$ cat src/rtl/mc_ctrl_fsm.sv
// Multi-cycle RISC-V control FSM with memory-ack timeout and retire counter.
// Define MC_CTRL_BNE_EN to accept BNE alongside BEQ.
module mc_ctrl_fsm #(
  parameter int TIMEOUT_CYCLES = 16,
  parameter int CNT_W          = 16
) (
  input  logic             clk,
  input  logic             reset,
  input  logic             ifetch_ack,
  input  logic             mem_ack,
  input  logic [6:0]       opcode,
  input  logic [2:0]       funct3,
  input  logic [6:0]       funct7,
  input  logic             zero,
  output logic             IMemRead,
  output logic             IRWrite,
  output logic             PCWrite,
  output logic             MemRead,
  output logic             MemWrite,
  output logic             RegWrite,
  output logic             MemtoReg,
  output logic             ALUSrc,
  output logic             Branch,
  output logic [1:0]       ALUOp,
  output logic             illegal,
  output logic             timeout,
  output logic [2:0]       state,
  output logic [CNT_W-1:0] retire_cnt
);

  typedef enum logic [2:0] {
    S_FETCH  = 3'd0,
    S_DECODE = 3'd1,
    S_EXEC   = 3'd2,
    S_MEM    = 3'd3,
    S_WB     = 3'd4,
    S_TRAP   = 3'd5
  } state_e;

  localparam logic [6:0] OP_R  = 7'b0110011;
  localparam logic [6:0] OP_I  = 7'b0010011;
  localparam logic [6:0] OP_LW = 7'b0000011;
  localparam logic [6:0] OP_SW = 7'b0100011;
  localparam logic [6:0] OP_BR = 7'b1100011;

  localparam int WW = (TIMEOUT_CYCLES > 1) ? $clog2(TIMEOUT_CYCLES) : 1;
  localparam logic [WW-1:0] TO_LAST =
    WW'((TIMEOUT_CYCLES > 0) ? TIMEOUT_CYCLES - 1 : 0);

  state_e           r_state;
  state_e           w_next;
  logic [WW-1:0]    r_wait;
  logic [CNT_W-1:0] r_ret;
  logic             r_ill;
  logic             r_to;

  logic w_r, w_i, w_lw, w_sw, w_beq, w_bne, w_br;
  logic w_legal, w_take, w_iack, w_wait_exp;
  logic w_ill_set, w_to_set, w_retire;
  logic w_unused;

  assign w_unused = ^funct7;

  assign w_r   = (opcode == OP_R);
  assign w_i   = (opcode == OP_I);
  assign w_lw  = (opcode == OP_LW);
  assign w_sw  = (opcode == OP_SW);
  assign w_beq = (opcode == OP_BR) && (funct3 == 3'b000);
`ifdef MC_CTRL_BNE_EN
  assign w_bne = (opcode == OP_BR) && (funct3 == 3'b001);
`else
  assign w_bne = 1'b0;
`endif
  assign w_br    = w_beq | w_bne;
  assign w_legal = w_r | w_i | w_lw | w_sw | w_br;
  assign w_take  = w_bne ? ~zero : zero;

  // keep IRWrite/PCWrite low while reset holds the FSM in FETCH
  assign w_iack     = ifetch_ack & ~reset;
  assign w_wait_exp = (TIMEOUT_CYCLES != 0) && (r_wait == TO_LAST);

  always_comb begin
    w_next    = r_state;
    w_ill_set = 1'b0;
    w_to_set  = 1'b0;
    IMemRead  = 1'b0;
    IRWrite   = 1'b0;
    PCWrite   = 1'b0;
    MemRead   = 1'b0;
    MemWrite  = 1'b0;
    RegWrite  = 1'b0;
    MemtoReg  = 1'b0;
    ALUSrc    = 1'b0;
    Branch    = 1'b0;
    ALUOp     = 2'b00;
    unique case (r_state)
      S_FETCH: begin
        IMemRead = 1'b1;
        if (w_iack) begin
          IRWrite = 1'b1;
          PCWrite = 1'b1;
          w_next  = S_DECODE;
        end else if (w_wait_exp) begin
          w_next   = S_TRAP;
          w_to_set = 1'b1;
        end
      end
      S_DECODE: begin
        w_next    = w_legal ? S_EXEC : S_TRAP;
        w_ill_set = ~w_legal;
      end
      S_EXEC: begin
        unique case (1'b1)
          w_r: begin
            ALUOp  = 2'b10;
            w_next = S_WB;
          end
          w_i: begin
            ALUSrc = 1'b1;
            ALUOp  = 2'b10;
            w_next = S_WB;
          end
          (w_lw | w_sw): begin
            ALUSrc = 1'b1;
            w_next = S_MEM;
          end
          w_br: begin
            ALUOp   = 2'b01;
            Branch  = 1'b1;
            PCWrite = w_take;
            w_next  = S_FETCH;
          end
          default: w_next = S_FETCH;
        endcase
      end
      S_MEM: begin
        MemRead  = w_lw;
        MemWrite = w_sw;
        if (mem_ack) begin
          w_next = w_lw ? S_WB : S_FETCH;
        end else if (w_wait_exp) begin
          w_next   = S_TRAP;
          w_to_set = 1'b1;
        end
      end
      S_WB: begin
        RegWrite = 1'b1;
        MemtoReg = w_lw;
        w_next   = S_FETCH;
      end
      S_TRAP:  w_next = S_TRAP;
      default: w_next = S_FETCH;
    endcase
  end

  assign w_retire = (w_next == S_FETCH) &&
                    ((r_state == S_EXEC) ||
                     (r_state == S_MEM)  ||
                     (r_state == S_WB));

  always_ff @(posedge clk or posedge reset) begin
    if (reset) begin
      r_state <= S_FETCH;
      r_wait  <= '0;
      r_ret   <= '0;
      r_ill   <= 1'b0;
      r_to    <= 1'b0;
    end else begin
      r_state <= w_next;
      if (w_next != r_state) begin
        r_wait <= '0;
      end else if ((r_state == S_FETCH) ||
                   (r_state == S_MEM)) begin
        r_wait <= r_wait + 1'b1;
      end
      if (w_retire) r_ret <= r_ret + 1'b1;
      r_ill <= r_ill | w_ill_set;
      r_to  <= r_to | w_to_set;
    end
  end

  assign state      = r_state;
  assign retire_cnt = r_ret;
  assign illegal    = r_ill;
  assign timeout    = r_to;

endmodule

$ cat config.mk
export PLATFORM = sky130hd
export DESIGN_NAME = mc_ctrl_fsm
export DESIGN_NICKNAME = d
export VERILOG_FILES = /design/src/rtl/mc_ctrl_fsm.sv
export SDC_FILE = /design/constraint.sdc
export NUM_CORES = 1
export LEC_CHECK = 0
export CORE_MARGIN = 2
export CORE_UTILIZATION = 35
export CTS_BUF_LIST = sky130_fd_sc_hd__clkbuf_8 sky130_fd_sc_hd__clkbuf_16
export CTS_CLUSTER_DIAMETER = 150
export DETAILED_ROUTE_END_ITERATION = 8
export DONT_BUFFER_PORTS = 1
export HOLD_SLACK_MARGIN = 0.02
export PLACE_DENSITY_LB_ADDON = 0.2
export SLEW_MARGIN = 5
export SYNTH_ARGS = -nofsm -noshare
export SYNTH_HDL_FRONTEND = slang
export SYNTH_SLANG_ARGS = --single-unit
$ cat constraint.sdc
create_clock -name clk -period 1.9 [get_ports clk]
set_clock_uncertainty 0.15 [all_clocks]
set_input_delay 0.285 -clock clk [delete_from_list [all_inputs] [get_ports clk]]
set_output_delay 0.285 -clock clk [all_outputs]
set_load 0.01 [all_outputs]
# After elaboration in Yosys (flattened, before gate mapping)
# Index checks and enable logic that the tools add are counted.
[totals]
ramBits = 0
out_inout_bits = 32
latch_bits = 0
mem_bits_ro = 0
ff_bits = 25
memories = 0
input_bits = 22
[classes]
eq_ne = 12
div = 0
mul = 0
magnitude_cmp = 0
mux = 29
n_reduce_logical = 11
bitwise = 10
add_sub_neg = 2
n_shift = 0
[ops]
columns = ["op", "count"]
rows = [
  ["$add 16x1->16 const B", 1],
  ["$mux 1", 16],
  ["$mux 3", 5],
  ["$pmux 3 s5", 1],
  ["$eq 7x6->1 const B", 2],
  ["$logic_not 3->1", 3],
  ["$mux 4", 2],
  ["$eq 7x2->1 const B", 1],
  ["$eq 7x5->1 const B", 1],
  ["$eq 7x7->1 const B", 1],
  ["$or 1x1->1", 7],
  ["$eq 3x2->1 const B", 2],
  ["$eq 3x3->1 const B", 2],
  ["$pmux 3 s2", 1],
  ["$add 4x1->4 const B", 1],
  ["$eq 4x4->1 const B", 1],
  ["$pmux 1 s2", 2],
  ["$pmux 2 s2", 1],
  ["$reduce_or 2->1", 2],
  ["$eq 3x1->1 const B", 1],
  ["$logic_or 1x1->1", 3],
  ["$ne 3x3->1", 1],
  ["$logic_and 1x1->1", 2],
  ["$mux 2", 1],
  ["other kinds (3)", 4],
]

# Longest topological paths before layout
# Gate-level depths: netlist of the first run.
[depth]
depth_word = 9
mapped_depth = 7
mapped_depth_nobuf = 6

# Least setup slack after synthesis of the first run
# No wires, ideal clock.
[synth_timing]
path_type = "register to output"
from = "register r_state[2], in the netlist state[2]"
to = "output port PCWrite"
required_ns = 1.465
path_stages_with_launch = 5
t_arrival_ns = 1.450
slack_ns = 0.015
path_cell_list = "dfrtp_1 > buf_2 > nor3_1 > nor2b_1 > a21o_1"
[synth_between]
elab_chain_len = 2
word_cells_on_any_way = 3
cone_classes = "eq/ne (1); mux (1); reduce/logical (1)"
[synth_lines]
columns = ["item", "line", "source"]
rows = [
  ["from (decl)", "50", "state_e r_state;"],
  ["from (signal assigned)", "169", "r_state <= w_next;"],
  ["$eq 3x2->1 or $logic_not 3->1 (tied branches)", "96", "unique case (r_state)"],
  ["$pmux 1 s2 (*)", "96", ""],
  ["to (decl)", "17", "output logic PCWrite,"],
]
# Mark *: on every way between the ends. The rest lies on a longest branch, timed or not.

# Worst setup path in the final report of the first run
[layout_timing]
from = "register r_state[0], in the netlist state[0]"
to = "register r_ret[10], in the netlist retire_cnt[10]"
[layout_between]
elab_chain_len = 5
word_cells_on_any_way = 14
cone_classes = "eq/ne (5); mux (4); reduce/logical (5)"
[layout_lines]
columns = ["item", "line", "source"]
rows = [
  ["$mux 3", "103, 141", ""],
  ["$mux 3, on equally long branches", "139, 99", ""],
  ["$pmux 3 s5", "96", ""],
  ["$logic_not 3->1", "156", "assign w_retire = (w_next == S_FETCH) &&"],
  ["$logic_and 1x1->1 (*)", "156", ""],
  ["to (signal assigned)", "176", "if (w_retire) r_ret <= r_ret + 1'b1;"],
  ["to (decl)", "53", "logic [CNT_W-1:0] r_ret;"],
]
# Marks and branches as above.
# A chain may end at the register's enable or synchronous reset.

==> summary.txt, run 1 <==
Pwr
  – Power Total: 2.710 mW
  – Max VDD drop: 673.5 µV
  – PwrDens: 1148 nW/µm²
  – Leak Pwr: 0.9611 nW

Timing
  – Max-slew headroom: 0.6527
  – Final Slew Violations: 0
  – Post-route clock period utilization: 1.031
  – Fin. Hold Viols: 0
  – Final min period: 1.959 ns
  – Final WS setup: -0.05948 ns
  – Final Setup Violations: 15
  – RSZ-0062 raised after global routing: true
  – Fmax: 510.3 MHz
  – Tightest Pin Transition: 0.5156 ns

CTS
  – Insertion delay to the later sink of the worst-skew pair: 0.28 ns
  – Clock Tree Root: clkbuf_8
  – CTS tree: done
  – Clock sink count: 25
  – CTS Buf Count: 3
  – Clk pin slew, worst setup/hold paths: 0.10 ns
  – Max Root-Sink Buffers: 2
  – Htree depth: 1

Final layout
  – P&R area growth vs syn: 48.97%
  – N_diodes: 0
  – Final cell count without fillers: 256
  – Most frequent cells in the layout: buf_4 (38), dfrtp_1 (22), xor2_1 (17), buf_6 (12), nand2_1 (8)
  – Design area: 2360 µm²
  – Final Util: 0.5420
  – Commonest non-fill, non-tap cell in the layout: buf_4
  – Final nets: 229
  – Layout cells sized above 1: 0.4902

Place
  – Pre-CTS WS: -0.1925 ns
  – Final Wtd Congestion: 0.8157
  – Placed cells: 235
  – IO Port Bufs: 0
  – Placed Area: 1888 µm²
  – HPWL Detailed: 2.790 mm

Worst setup path
  – Worst Setup SP: state[0]$_DFF_PP0_
  – Setup Crit Path Kind: reg2reg
  – CP Launch Type: register
  – Critical path's slowest cell: dfrtp_2
  – R2r startpoint: state[0]$_DFF_PP0_
  – Setup crit end kind: register
  – CP required: 1.96 ns
  – CP peak stage delay: 0.46 ns
  – FF-to-FF End: retire_cnt[10]$_DFFE_PP0P_
  – FF-to-FF setup slack: -0.06 ns
  – CP arrival: 2.02 ns
  – Critical Path Most Common Cell: buf_12
  – R2R depth: 7
  – Worst path cell trace: and3b_2, a21oi_4, o32ai_4, buf_12, buf_12, nor4b_2, xor2_1
  – Critical Path Fanout Max: 6

GRT
  – Met2 usage in global routing: 0.2767
  – GRT Total Usage: 0.1572
  – Grt peak-use layer: met2
  – Met1 usage: 0.1932
  – GR Overflow Total: 0
  – Largest net degree at the start of global routing: 26
  – M3 GR Usage: 0.02672
  – Vias in the first global route: 1,419
  – Initial antenna violation count: 0
  – Global-route wire length before repair: 6.410 mm

Run status
  – Failing checks: negative setup slack
  – Run status: finished, violations left

Yosys
  – Syn Inst Count: 150
  – Syn nets: 174
  – Syn avg cell area: 10.56 µm²
  – Synth Register Bits: 25
  – Seq/Total Area, Yosys: 0.3949
  – Synth Warn #: 0
  – FFs w/ async S/R, synth: 1.000
  – EDFF count, synth: 0
  – Post-Synthesis Cell Area: 1584 µm²
  – Synth Flop Type: dfrtp_1
  – Yosys cell types: 44

Hold path
  – Hold_sp: opcode[6]
  – Worst hold path endpoint: state[1]$_DFF_PP0_
  – Hold Crit Class: in2reg
  – Hold Path Depth: 5

Route
  – DRC Markers: 0
  – DR WL/cell: 16.07 µm
  – DRT Wirelength: 4.113 mm
  – Vias: 1,377
  – TritonRoute pass-1 iters: 4
  – Antenna-violating nets left: 0
  – Vias per cell: 5.379
  – DR iter-0 viols: 60

Floorplanning
  – Core area: 4354 µm²
  – DIE WIDTH: 71.28 µm
  – Die height: 71.28 µm
  – Starting density of the core: 0.3638
  – IO Pins: 54
  – Area of the die: 5080 µm²
  – Row cnt: 24

Run
  – Max-cap viol count: 0
## area by class of cell
class / instances / area, µm²
multi-input cells: 116 / 1112
clock inverters: 1 / 7.507
flip-flops and latches: 25 / 629.4
clock buffers: 3 / 41.29
well taps: 52 / 65.06
fillers: 392 / 1994
inverters: 5 / 18.77
repair buffers: 54 / 485.5
## critical path: cells and delay by family (launching register included)
| kind | cells | cell delay (ns) |
|---|---|---|
| xor gates and xnor gates | 1 | 0.17 |
| DFF | 1 | 0.46 |
| buffers and inverters | 2 | 0.29 |
| AOI/OAI and AO/OA | 2 | 0.29 |
| and+or+nand+nor | 2 | 0.53 |
## metal layers
metal,part of all wire,wire [µm]
met5,0,0
met1,0.42,1739
met4,0.013,55
met3,0.053,217
met2,0.51,2100
## repair_timing
item,CTS,global route
hold endpoints to repair,25,0
hold buffers,1,0
resized for setup,17,40
endpoints found under the setup margin,28,27
cloned,0,1
setup buffers,8,7
pin swaps,7,21
## sequential cells by signal (all words and copies together), names as in the netlist
signal      flops
illegal         1
r_wait          4
retire_cnt     16
state           3
timeout         1
## synthesized netlist by cell type, drive strengths merged, types with 2 or more instances
library cell  count  share of area
nor4b             4          0.022
nand2b            4          0.016
nor4              7          0.068
o21ai             2         0.0063
and3              8          0.032
nor3              8          0.032
nand2            10          0.024
a21o              2         0.0095
mux2i             2          0.013
nor2              9          0.026
nand4             4          0.016
xnor2             2          0.011
inv               5          0.012
nor2b             4          0.016
a31oi             2          0.012
xor2             17          0.094
buf               5          0.029
nor3b             2          0.013
dfrtp            25           0.39
nand3             7          0.022
ha                2          0.016
a211oi            2         0.0095
and2              3          0.012
o31ai             2         0.0095
## power by group
group,internal [mW],switching (mW),total [mW]
clock network,0.149,0.181,0.330
logic,0.778,0.786,1.56
registers,0.673,0.143,0.816
## cell families after synthesis
kind of cell,synth area share
flip-flops,0.3949
buffers and inverters,0.04107
AND/OR/NAND/NOR,0.3262
AO/OA/AOI/OAI,0.09715
adder cells (fa/ha/maj),0.01580
multiplexers,0.01975
XOR/XNOR,0.1051
## worst max path at each step
stage	to
final	retire_cnt[10]$_DFFE_PP0P_
after global routing	retire_cnt[12]$_DFFE_PP0P_
after CTS	retire_cnt[13]$_DFFE_PP0P_
after detailed placement	retire_cnt[2]$_DFFE_PP0P_
after global placement	retire_cnt[3]$_DFFE_PP0P_
after floorplan	PCWrite
## through the flow
step           TNS, ns  hold WS [ns]
2_1_floorplan        0        0.1623
3_3_place_gp    -1.408        0.1059
3_5_place_dp    -2.027        0.1068
4_1_cts        -0.3006        0.3400
5_1_grt         -2.236        0.3629
6_report       -0.3318        0.3574
Power figures use the tool's default switching activity.
==> inputs of run 2 (changes only) <==
--- a/config.mk
+++ b/config.mk
@@ -13,6 +13,7 @@
 export DONT_BUFFER_PORTS = 1
 export HOLD_SLACK_MARGIN = 0.02
 export PLACE_DENSITY_LB_ADDON = 0.2
+export RECOVER_POWER = 25
 export SLEW_MARGIN = 5
 export SYNTH_ARGS = -nofsm -noshare
 export SYNTH_HDL_FRONTEND = slang
==> run 2 against run 1 <==
  * The flow still finishes with violations (negative setup slack)
  * First-iteration DRC count shrank 8.3%
  * Count of clock-buffer cells in the layout is the same
  * Wire length is essentially flat
  * Critical path type unchanged
  * Critical endpoint unchanged
  * Highest routed layer unchanged
==> summary.txt, run 2 (synthesis gave the netlist of run 1 again) <==
Timing
  – Final setup TNS: -0.3271 ns (+0.004766 ns)
  – Final Setup Violations: 15 (unchanged)
  – Fmax: 510.4 MHz (about the same)
  – Final WS setup: -0.05925 ns (+0.0002251 ns)
  – Final min period: 1.959 ns (-0.0002251 ns)
  – Max-slew headroom: 0.5652 (-0.08747)
  – Fin. Hold Viols: 0 (unchanged)
  – RSZ-0062 raised after global routing: true
  – Tightest Pin Transition: 0.6522 ns (+0.1367 ns)
  – Post-route clock period utilization: 1.031 (about the same)
  – Final Slew Violations: 0 (unchanged)

Pwr
  – Switch Pwr: 1.109 mW (about the same)
  – Leak Pwr: 0.9604 nW (about the same)
  – Part of the power in registers: 0.301 (about the same)
  – Sw Ratio: 0.4094 (about the same)
  – Int Power: 1.600 mW (about the same)
  – PwrDens: 1149 nW/µm² (about the same)
  – Max VDD drop: 673.5 µV (about the same)
  – Logic pwr share: 0.577 (about the same)
  – Clock Power Share: 0.122 (about the same)

Worst setup path
  – Setup crit end kind: register
  – CP Launch Type: register
  – CP required: 1.96 ns (about the same)
  – Critical Path Fanout Max: 6 (unchanged)
  – CP arrival: 2.02 ns (about the same)
  – Setup Crit Path Kind: reg2reg
  – FF-to-FF setup slack: -0.06 ns (about the same)

Place
  – IO Port Bufs: 0 (unchanged)
  – Final Wtd Congestion: 0.8157 (unchanged)
  – HPWL Detailed: 2.790 mm (unchanged)

Floorplanning
  – Die height: 71.28 µm (unchanged)
  – IO Pins: 54 (unchanged)
  – Core area: 4354 µm² (unchanged)
  – Row cnt: 24 (unchanged)
  – Area of the die: 5080 µm² (unchanged)
  – DIE WIDTH: 71.28 µm (unchanged)
  – Starting density of the core: 0.3638 (unchanged)

GRT
  – Global-route wire length before repair: 6.410 mm (unchanged)
  – M3 GR Usage: 0.02672 (unchanged)
  – Met1 usage: 0.1932 (unchanged)
  – Grt peak-use layer: met2
  – GR Overflow Total: 0 (unchanged)
  – Vias in the first global route: 1,419 (unchanged)
  – GRT Total Usage: 0.1572 (unchanged)
  – Initial antenna violation count: 0 (unchanged)
  – Largest net degree at the start of global routing: 26 (unchanged)
  – Met2 usage in global routing: 0.2767 (unchanged)

Final layout
  – Final Util: 0.5414 (-0.0005750)
  – Number of flip-flops in the largest register: 16 (unchanged)
  – Commonest non-fill, non-tap cell in the layout: buf_4
  – Multi-input logic area: 1112 µm² (unchanged)
  – Filler cells: 393 (+0.26%)
  – Final nets: 229 (unchanged)
  – Seq. cell area: 629.4 µm² (unchanged)
  – N_diodes: 0 (unchanged)
  – Most frequent cells in the layout: buf_4 (37), dfrtp_1 (22), xor2_1 (17), buf_6 (12), nand2_1 (8)
  – Layout cells sized above 1: 0.4902 (unchanged)
  – P&R area growth vs syn: 48.82%

Route
  – DR WL/cell: 16.06 µm (about the same)
  – DR iter-0 viols: 55 (-8.3%)
  – Vias per cell: 5.379 (unchanged)
  – DRT Wirelength: 4.112 mm (about the same)
  – DRC Markers: 0 (unchanged)
  – TritonRoute pass-1 iters: 4 (unchanged)
  – Vias: 1,377 (unchanged)
  – Antenna-violating nets left: 0 (unchanged)

Run status
  – Failing checks: negative setup slack
  – Run status: finished, violations left

Hold path
  – Hold Crit Class: in2reg

CTS
  – Clock Tree Root: clkbuf_8
  – Clock sink count: 25 (unchanged)
  – CTS tree: done
  – Clk pin slew, worst setup/hold paths: 0.10 ns (about the same)
  – Max Root-Sink Buffers: 2 (unchanged)
  – Insertion delay to the later sink of the worst-skew pair: 0.28 ns (about the same)
  – CTS Buf Count: 3 (unchanged)
  – Htree depth: 1 (unchanged)

Run
  – Max-cap viol count: 0 (unchanged)
run 2: worst paths after layout:
| check | startpoint | endpoint | cells past startpoint |
|---|---|---|---|
| min in group asynchronous | reset | retire_cnt[12]$_DFFE_PP0P_ | 3 |
| min | opcode[6] | state[1]$_DFF_PP0_ | 5 |
| min reg2reg | illegal$_DFF_PP0_ | illegal$_DFF_PP0_ | 1 |
| max in group asynchronous | reset | state[0]$_DFF_PP0_ | 3 |
| max | state[0]$_DFF_PP0_ | retire_cnt[10]$_DFFE_PP0P_ | 7 |
| max reg2reg | state[0]$_DFF_PP0_ | retire_cnt[10]$_DFFE_PP0P_ | 7 |
run 2: metal layers:
| layer | part of all wire | up-vias | wire, µm |
|---|---|---|---|
| met5 | 0 | - | 0 |
| met4 | 0.013 | 0 | 55 |
| met3 | 0.053 | 5 | 217 |
| met2 | 0.51 | 43 | 2100 |
| met1 | 0.42 | 676 | 1738 |
| li1 | - | 653 | - |
run 2: cell type report:
type,count,area share
clock inverter,1,0.003185
multi-input combinational,116,0.4719
timing repair buffer,54,0.2049
clock buffer,3,0.01752
tap,52,0.02760
inverter,5,0.007962
sequential,25,0.2670
run 2: timing repair:
| action | in CTS | in global routing |
|---|---|---|
| pin swaps | 7 | 21 |
| hold endpoints to repair | 25 | 0 |
| setup buffers | 8 | 7 |
| gates resized for setup | 17 | 40 |
| gates cloned | 0 | 1 |
| hold buffers | 1 | 0 |
| endpoints found under the setup margin | 28 | 27 |
run 2: power by group through the flow:
stage	Combinational (mW)	Clock [mW]	Sequential (mW)
2_1_floorplan	0.620	0	0.890
3_3_place_gp	1.11	0	0.821
3_5_place_dp	1.14	0	0.828
4_1_cts	1.28	0.346	0.814
5_1_grt	1.69	0.367	0.845
6_report	1.56	0.330	0.816
run 2: through the flow:
step	power, mW	setup slack (ns)	instances	hold WS [ns]	area (µm²)
2_1_floorplan	1.510	0.01520	150	0.1623	1584
3_3_place_gp	1.930	-0.1305	235	0.1059	1888
3_5_place_dp	1.973	-0.1925	235	0.1068	1888
4_1_cts	2.442	-0.05057	248	0.3400	2096
5_1_grt	2.901	-0.1238	256	0.3629	2357
6_report	2.709	-0.05925	256	0.3574	2357
run 2: worst max-delay path: stages (launching register included):
cell	delay (ns)
dfrtp_2	0.46
and3b_2	0.24
a21oi_4	0.17
o32ai_4	0.12
buf_12	0.16
buf_12	0.13
nor4b_2	0.29
xor2_1	0.17
